<file path="config.mk">
export PLATFORM = sky130hd
export DESIGN_NAME = time_set_ctrl
export DESIGN_NICKNAME = d
export VERILOG_FILES = /design/src/rtl/time_set_ctrl.sv
export SDC_FILE = /design/constraint.sdc
export NUM_CORES = 1
export LEC_CHECK = 0
export ABC_AREA = 0
export BUFFER_PORTS_ARGS = -buffer_cell sky130_fd_sc_hd__buf_4
export CORE_AREA = 2 2 88 90
export CTS_CLUSTER_DIAMETER = 50
export DETAILED_ROUTE_END_ITERATION = 16
export DIE_AREA = 0 0 90 92
export GPL_TIMING_DRIVEN = 0
export MAX_ROUTING_LAYER = met4
export PLACE_DENSITY = 0.65
export SYNTH_ARGS = -nofsm -noshare
export SYNTH_HDL_FRONTEND = slang
export SYNTH_SLANG_ARGS = --single-unit
</file>
<file path="constraint.sdc">
create_clock -name clk -period 2.4 [get_ports clk]
set_input_delay 0.24 -clock clk [delete_from_list [all_inputs] [get_ports clk]]
set_output_delay 0.24 -clock clk [all_outputs]
set_load 0.01 [all_outputs]
</file>
<file path="src/rtl/time_set_ctrl.sv">
// Time-setting controller: captures live time into shadow registers, lets the user edit
// hour/minute/second with inc/dec keys, and strobes the edited time back to the counters.
module time_set_ctrl #(
    parameter int TIMEOUT_CYCLES = 1000,
    parameter int BLINK_HALF     = 250
) (
    input  logic       clk,
    input  logic       rst,
    input  logic       key_mode,
    input  logic       key_inc,
    input  logic       key_dec,
    input  logic [5:0] cur_second,
    input  logic [5:0] cur_minute,
    input  logic [4:0] cur_hour,
    output logic       set_time_en,
    output logic [5:0] set_time_second,
    output logic [5:0] set_time_minute,
    output logic [4:0] set_time_hour,
    output logic [1:0] edit_field,
    output logic       blink
);
    localparam int IDLE_W  = $clog2(TIMEOUT_CYCLES + 1);
    localparam int BLINK_W = $clog2(BLINK_HALF + 1);

    typedef enum logic [2:0] {
        RUN,
        EDIT_H,
        EDIT_M,
        EDIT_S,
        COMMIT
    } state_e;

    state_e               state_q, state_d;
    logic [4:0]           hour_q, hour_d;
    logic [5:0]           minute_q, minute_d;
    logic [5:0]           second_q, second_d;
    logic                 en_q, en_d;
    logic [1:0]           field_q, field_d;
    logic                 blink_q, blink_d;
    logic [IDLE_W-1:0]    idle_q, idle_d;
    logic [BLINK_W-1:0]   bcnt_q, bcnt_d;

    logic       anyKey, editing, entering, timeout, stepUp, stepDn;
    logic [4:0] hourInc, hourDec;
    logic [5:0] minuteInc, minuteDec, secondInc, secondDec;

    function automatic logic isEdit(input state_e s);
        return (s == EDIT_H) || (s == EDIT_M) || (s == EDIT_S);
    endfunction

    assign anyKey  = key_mode | key_inc | key_dec;
    assign editing = isEdit(state_q);
    assign timeout = editing && !anyKey && (idle_q == IDLE_W'(TIMEOUT_CYCLES - 1));
    // Simultaneous inc+dec cancels out; mode always takes priority over both.
    assign stepUp  = key_inc & ~key_dec & ~key_mode;
    assign stepDn  = key_dec & ~key_inc & ~key_mode;

    assign hourInc   = (hour_q >= 5'd23) ? 5'd0 : hour_q + 5'd1;
    assign hourDec   = (hour_q == 5'd0 || hour_q > 5'd23) ? 5'd23 : hour_q - 5'd1;
    assign minuteInc = (minute_q >= 6'd59) ? 6'd0 : minute_q + 6'd1;
    assign minuteDec = (minute_q == 6'd0 || minute_q > 6'd59) ? 6'd59 : minute_q - 6'd1;
    assign secondInc = (second_q >= 6'd59) ? 6'd0 : second_q + 6'd1;
    assign secondDec = (second_q == 6'd0 || second_q > 6'd59) ? 6'd59 : second_q - 6'd1;

    always_ff @(posedge clk) begin
        if (rst) begin
            state_q  <= RUN;
            hour_q   <= '0;
            minute_q <= '0;
            second_q <= '0;
            en_q     <= 1'b0;
            field_q  <= 2'd0;
            blink_q  <= 1'b0;
            idle_q   <= '0;
            bcnt_q   <= '0;
        end else begin
            state_q  <= state_d;
            hour_q   <= hour_d;
            minute_q <= minute_d;
            second_q <= second_d;
            en_q     <= en_d;
            field_q  <= field_d;
            blink_q  <= blink_d;
            idle_q   <= idle_d;
            bcnt_q   <= bcnt_d;
        end
    end

    always_comb begin
        state_d = state_q;
        case (state_q)
            RUN:     if (key_mode) state_d = EDIT_H;
            EDIT_H:  if (key_mode) state_d = EDIT_M; else if (timeout) state_d = RUN;
            EDIT_M:  if (key_mode) state_d = EDIT_S; else if (timeout) state_d = RUN;
            EDIT_S:  if (key_mode) state_d = COMMIT; else if (timeout) state_d = RUN;
            COMMIT:  state_d = RUN;
            default: state_d = RUN;
        endcase
    end

    always_comb begin
        hour_d   = hour_q;
        minute_d = minute_q;
        second_d = second_q;
        case (state_q)
            RUN: begin
                if (key_mode) begin
                    hour_d   = (cur_hour > 5'd23)   ? 5'd0 : cur_hour;
                    minute_d = (cur_minute > 6'd59) ? 6'd0 : cur_minute;
                    second_d = (cur_second > 6'd59) ? 6'd0 : cur_second;
                end
            end
            EDIT_H: begin
                if (stepUp) hour_d = hourInc;
                else if (stepDn) hour_d = hourDec;
            end
            EDIT_M: begin
                if (stepUp) minute_d = minuteInc;
                else if (stepDn) minute_d = minuteDec;
            end
            EDIT_S: begin
                if (stepUp) second_d = secondInc;
                else if (stepDn) second_d = secondDec;
            end
            default: ;
        endcase

        en_d = (state_d == COMMIT);
        case (state_d)
            EDIT_H:  field_d = 2'd1;
            EDIT_M:  field_d = 2'd2;
            EDIT_S:  field_d = 2'd3;
            default: field_d = 2'd0;
        endcase

        // Blink phase and idle timer both restart whenever a new edit field is entered.
        entering = isEdit(state_d) && (state_d != state_q);
        if (!isEdit(state_d)) begin
            blink_d = 1'b0;
            bcnt_d  = '0;
        end else if (entering) begin
            blink_d = 1'b1;
            bcnt_d  = '0;
        end else if (bcnt_q == BLINK_W'(BLINK_HALF - 1)) begin
            blink_d = ~blink_q;
            bcnt_d  = '0;
        end else begin
            blink_d = blink_q;
            bcnt_d  = bcnt_q + BLINK_W'(1);
        end

        if (!isEdit(state_d) || entering || anyKey) idle_d = '0;
        else idle_d = idle_q + IDLE_W'(1);
    end

    assign set_time_en     = en_q;
    assign set_time_hour   = hour_q;
    assign set_time_minute = minute_q;
    assign set_time_second = second_q;
    assign edit_field      = field_q;
    assign blink           = blink_q;

endmodule

</file>
# ---- Yosys cells after proc, flatten, opt, wreduce, memory -nomap -nowiden
# Cells that the tools add are included.
dict set report totals {
  ff_bits 42
  input_bits 22
  out_inout_bits 21
  word_cells 109
}
dict set report classes {
  n_addsub 8
  n_lt_le_gt_ge 9
  eq_ne 14
  mux 30
  bitwise 11
  n_reduce_logical 28
}
# cell n
set op_table {}
lappend op_table {{$mux 6} 12}
lappend op_table {{$mux 5} 6}
lappend op_table {{$gt 6x6->1 const B} 4}
lappend op_table {{$pmux 6 s2} 2}
lappend op_table {{$mux 3} 5}
lappend op_table {{$add 6x1->6 const B} 2}
lappend op_table {{$eq 3x2->1 const B} 4}
lappend op_table {{$ge 6x6->1 const B} 2}
lappend op_table {{$logic_not 6->1} 2}
lappend op_table {{$pmux 3 s4} 1}
lappend op_table {{$sub 6x1->6 const B} 2}
lappend op_table {{$add 10x1->10 const B} 1}
lappend op_table {{$eq 10x10->1 const B} 1}
lappend op_table {{$gt 5x5->1 const B} 2}
lappend op_table {{$pmux 5 s2} 1}
lappend op_table {{$logic_or 1x1->1} 9}
lappend op_table {{$ne 3x3->1 const B} 3}
lappend op_table {{$reduce_and 3->1} 3}
lappend op_table {{$add 8x1->8 const B} 1}
lappend op_table {{$eq 8x8->1 const B} 1}
lappend op_table {{$reduce_bool 2->1} 4}
lappend op_table {{$eq 3x1->1 const B} 2}
lappend op_table {{$pmux 2 s3} 1}
lappend op_table {{$add 5x1->5 const B} 1}
lappend op_table {{other kinds (15)} 28}

# ---- Depth between registers and ports, before layout
dict set report logic_depth {
  word_depth 15
  mapped_depth 8
  mapped_depth_nobuf 7
}

# ---- Worst setup path before layout
# Ideal clock, no wire load.
dict set report synth_path {
  kind {register to register}
  startpoint {reg minute_q[0] (netlist: set_time_minute[0])}
  endpoint {reg minute_q[2] (netlist: set_time_minute[2])}
  setup_time_ns 0.070
  arrival_ns 1.889
  required_ns 2.330
  setup_slack_ns 0.441
  path_stages_with_launch 8
  path_buffers 0
  synth_period_minus_slack_ns 1.959
  cell_sequence {dfxtp_1 > inv_1 > ha_1 > nor2b_1 > a2111oi_0 > a311oi_1 > or4_1 > a21oi_1}
}
dict set report synth_via {
  elab_chain_cells 6
  word_cells_on_any_way 11
  cone_classes {2 x add/sub; 2 x order compare; 5 x mux; 2 x reduce/logical}
}
# item line
set synth_rtl {}
lappend synth_rtl {{start: declaration} 35} ;# logic [5:0] minute_q, minute_d;
lappend synth_rtl {{start signal: assignment} 79} ;# minute_q <= minute_d;
lappend synth_rtl {{$gt 6x6->1 or $logic_not 6->1 (tied branches)} 61} ;# assign minuteDec = (minute_q == 6'd0 || minute_q > 6'd59) ? 6'd59 : minute_q - 6'd1;
lappend synth_rtl {{$logic_or 1x1->1} 61}
lappend synth_rtl {{$mux 6} 61}
lappend synth_rtl {{$mux 6} 119} ;# else if (stepDn) minute_d = minuteDec;
lappend synth_rtl {{$mux 6 (*)} 118} ;# if (stepUp) minute_d = minuteInc;
lappend synth_rtl {{$pmux 6 s2 (*)} 105} ;# case (state_q)
# Every way passes the cells marked *; elsewhere a longest branch is shown, timed or not. The select of a mux whose other input is x is not followed.
# A chain may end at the register's enable or synchronous reset.

# ---- Worst setup path after layout
dict set report layout_path {
  startpoint {reg minute_q[1] (netlist: set_time_minute[1])}
  endpoint {reg minute_q[2] (netlist: set_time_minute[2])}
}
# Same word-level chain as after synthesis.

==> impl_results.rst <==
.. list-table::
   :header-rows: 1

   * - Metric
     - Value
   * - Clock insertion delay at the later pin of the skew report
     - 310 ps
   * - Summed negative setup slack over all endpoints
     - 0 ps
   * - Clock Path Buffers
     - 2
   * - MaxCap Viol Count
     - 0
   * - Rows
     - 32
   * - Final Slew Violations
     - 0
   * - Vias in the first global route
     - 2,691
   * - Clock period minus final worst setup slack
     - 2230 ps
   * - Area of the core
     - 7450 um2
   * - Combinational family with the most area after synthesis
     - compound AO/OA/AOI/OAI gates
   * - Via count
     - 3,010
   * - Period utilisation layout
     - 0.931
   * - Final cell utilization of the core
     - 0.455
   * - Inserted Diodes
     - 0
   * - Finish-stage setup viols
     - 0
   * - Simple-gate area share of the yosys netlist
     - 0.267
   * - Reg-to-Reg Start
     - set_time_minute[1]
   * - Instance count along the most critical hold path
     - 3
   * - Wire length after detailed routing
     - 7700 um
   * - Fraction of layout instances using a drive strength above 1
     - 0.159
   * - Slew HR
     - 0.510
   * - Adder-cell share of the synthesized area
     - 0.0482
   * - Placement-stage worst setup slack
     - 204 ps
   * - Placed Cells
     - 515
   * - Final hold violation count
     - 0
   * - Violation count after the first detailed-routing iteration
     - 269
   * - Netlist area before placement
     - 2860 um2
   * - Final routed DRC violation total
     - 0
   * - Pwr/cell area
     - 514 nW/um2
   * - Worst Max-Slew Pin Slew
     - 734 ps
   * - Via density per instance
     - 5.76
   * - Top-level port count
     - 43
   * - Post-synthesis sequential area ratio
     - 0.294
   * - Wire per inst
     - 14.7 um
   * - Mapped Avg Cell Area
     - 7.70 um2
   * - Number of distinct library cells after synthesis
     - 56
   * - Synth Register Bits
     - 42
   * - Endpoint required time on the critical path
     - 2640 ps
   * - Relative contribution of combinational cells to total power
     - 0.278
   * - Largest fanout of any net on the critical path
     - 7
   * - FFs w/ async S/R, synth
     - 0
   * - Top achievable clock speed
     - 448 MHz
   * - GRT Overall Usage
     - 0.188
   * - Total half-perimeter wirelength after legalization and detailed placement
     - 5600 um
   * - Yosys Warn Count
     - 0
   * - Count of buffers added by post-CTS timing repair for setup
     - 0
   * - Gate count after technology mapping
     - 371
   * - Library cell with the highest instance count after synthesis
     - sky130_fd_sc_hd__dfxtp_1
   * - Top post-synthesis cells by area
     - sky130_fd_sc_hd__dfxtp_1, sky130_fd_sc_hd__a21oi_1, sky130_fd_sc_hd__ha_1
   * - # clock sinks
     - 42
   * - RSZ-0062 raised after global routing
     - no
   * - EDFF count, synth
     - 0
   * - Mux share of post-synthesis cell area
     - 0.00788
   * - Initial DRT Pass Iterations
     - 5
   * - Count of port buffers added during placement
     - 42
   * - Number of routed nets with antenna violations
     - 0
   * - Area delta synth->final
     - 18.7%
   * - Path depth of the worst reg2reg path
     - 7
   * - Setup slack of the critical path after layout
     - 165 ps
   * - Count of instances resized after the clock tree is built
     - 0
   * - Kind of critical path
     - register to register
   * - Worst hold slack after final layout
     - 222 ps
   * - Count of placed standard cells in the final layout, fillers left out
     - 523
   * - TritonCTS clock tree
     - yes
   * - Post-route cell area
     - 3390 um2
   * - Most used standard cells in the synthesized netlist
     - sky130_fd_sc_hd__dfxtp_1, sky130_fd_sc_hd__nor2_1, sky130_fd_sc_hd__a21oi_1
   * - Number of nets in the synthesized netlist
     - 404
   * - Largest net degree at the start of global routing
     - 15
   * - Power consumption
     - 1.74 mW
   * - Initial Utilization
     - 0.384
   * - Fraction of synthesized cell area taken by the top area cell type
     - 0.294
   * - Die Y-Extent
     - 92 um
   * - Crit path from
     - set_time_minute[1]
   * - Cell type with the highest aggregate area in the netlist
     - sky130_fd_sc_hd__dfxtp_1
   * - Clock share of power
     - 0.276
   * - Complex-gate fraction of the synthesized area
     - 0.267
   * - Share of the synthesized netlist area taken by xor and xnor gates
     - 0.0583
   * - Maximum VDD drop
     - 0.216 mV
   * - Final weighted congestion of routability-driven global placement
     - 0.911
   * - Leakage power
     - 1.27 nW
   * - Critical path capture point type
     - register
   * - Met1 routed wirelength after detailed routing
     - 3480 um
   * - Final Skew
     - 6.29 ps
   * - Startpoint type of the worst setup path
     - register
   * - Type of the worst min-delay path
     - primary input to register
   * - Global-route wire length before repair
     - 12,700 um
   * - Critical hold path startpoint
     - cur_second[0]
   * - Floorplan die area
     - 8280 um2
   * - Total length of routed met2 wires
     - 3580 um
   * - Switching share of total power
     - 0.345
   * - GRT overflow
     - 0
   * - Total Nets Final
     - 453
   * - Most instantiated flip-flop cell in the synthesis netlist
     - sky130_fd_sc_hd__dfxtp_1
   * - H-tree levels
     - 2
   * - Flop pwr share
     - 0.445
   * - Die Wd
     - 90 um
   * - Placement-stage cell area
     - 3300 um2
   * - Clk Tree Root Cell
     - sky130_fd_sc_hd__clkbuf_8
   * - Top layer reached by signal wires
     - met4
   * - Routed wire length on met3
     - 539 um
   * - P_int
     - 1.14 mW
   * - Number of antenna violations at the first check in global routing
     - 0
   * - Data arrival at the endpoint of the critical path
     - 2470 ps
   * - Number of CTS-inserted buffers
     - 5
   * - Outcome
     - complete, no violations
   * - Total net switching power
     - 0.600 mW
   * - Number of hold buffers added after CTS
     - 0
   * - Clock-pin slew on the worst setup and hold paths
     - 90 ps
-- layout by cell type (no fill, tap or decap), types with 10 or more instances in the layout --
master                    Yosys  routed
sky130_fd_sc_hd__nand2_1     20      20
sky130_fd_sc_hd__buf_2       11      11
sky130_fd_sc_hd__xnor2_1     10      10
sky130_fd_sc_hd__buf_4        0      42
sky130_fd_sc_hd__nor2_1      36      36
sky130_fd_sc_hd__nand3_1     27      27
sky130_fd_sc_hd__ha_1        11      11
sky130_fd_sc_hd__a21oi_1     30      30
sky130_fd_sc_hd__o21ai_0     16      16
sky130_fd_sc_hd__dfxtp_1     42      42
sky130_fd_sc_hd__inv_1       19      19
-- path summary, 6_finish.rpt --
path,end,slack (ps)
max reg2reg,set_time_minute[2],170
min,set_time_second[0],220
max,set_time_minute[2],170
min reg2reg,idle_q[0],470
-- per-layer routing --
layer / vias up / track usage
li1: 1483 / -
met1: 1399 / 0.244
met2: 120 / 0.301
met3: 8 / 0.0329
met4: 0 / 0.0538
met5: - / -
-- cell type report --
class | count | area [um2]
Fill cell | 762 | 4060
Buffer | 21 | 93.8
Multi-Input combinational cell | 289 | 1850
Clock inverter | 3 | 21.3
Sequential cell | 42 | 841
Timing Repair Buffer | 42 | 315
Inverter | 19 | 71.3
Tap cell | 102 | 128
Clock buffer | 5 | 68.8
-- state kept, by name, summed over array words and instances, names as in the netlist --
register         count
set_time_en          1
bcnt_q               8
set_time_hour        5
state_q              3
idle_q              10
set_time_minute      6
blink                1
set_time_second      6
edit_field           2
-- power groups by stage --
stage                     Clock [mW]  Combinational [mW]  Sequential [mW]
after floorplan                    0               0.303            0.794
after global placement             0               0.468            0.790
after detailed placement           0               0.473            0.791
after CTS                      0.496               0.477            0.775
after global routing           0.515               0.533            0.782
final                          0.481               0.485            0.776
-- critical path, stage by stage (launching register included) --
cell	delay, ps
sky130_fd_sc_hd__dfxtp_1	500
sky130_fd_sc_hd__inv_1	180
sky130_fd_sc_hd__ha_1	210
sky130_fd_sc_hd__nor2b_1	140
sky130_fd_sc_hd__a2111oi_0	440
sky130_fd_sc_hd__a311oi_1	90
sky130_fd_sc_hd__or4_1	490
sky130_fd_sc_hd__a21oi_1	130
-- cells by family after synthesis --
logic type      Yosys count
fa+ha+maj                11
mux                       2
buf+inv                  40
compound gates          112
simple gates            145
xor+xnor                 19
flops                    42
No activity file was read; power rests on OpenSTA's default activity.
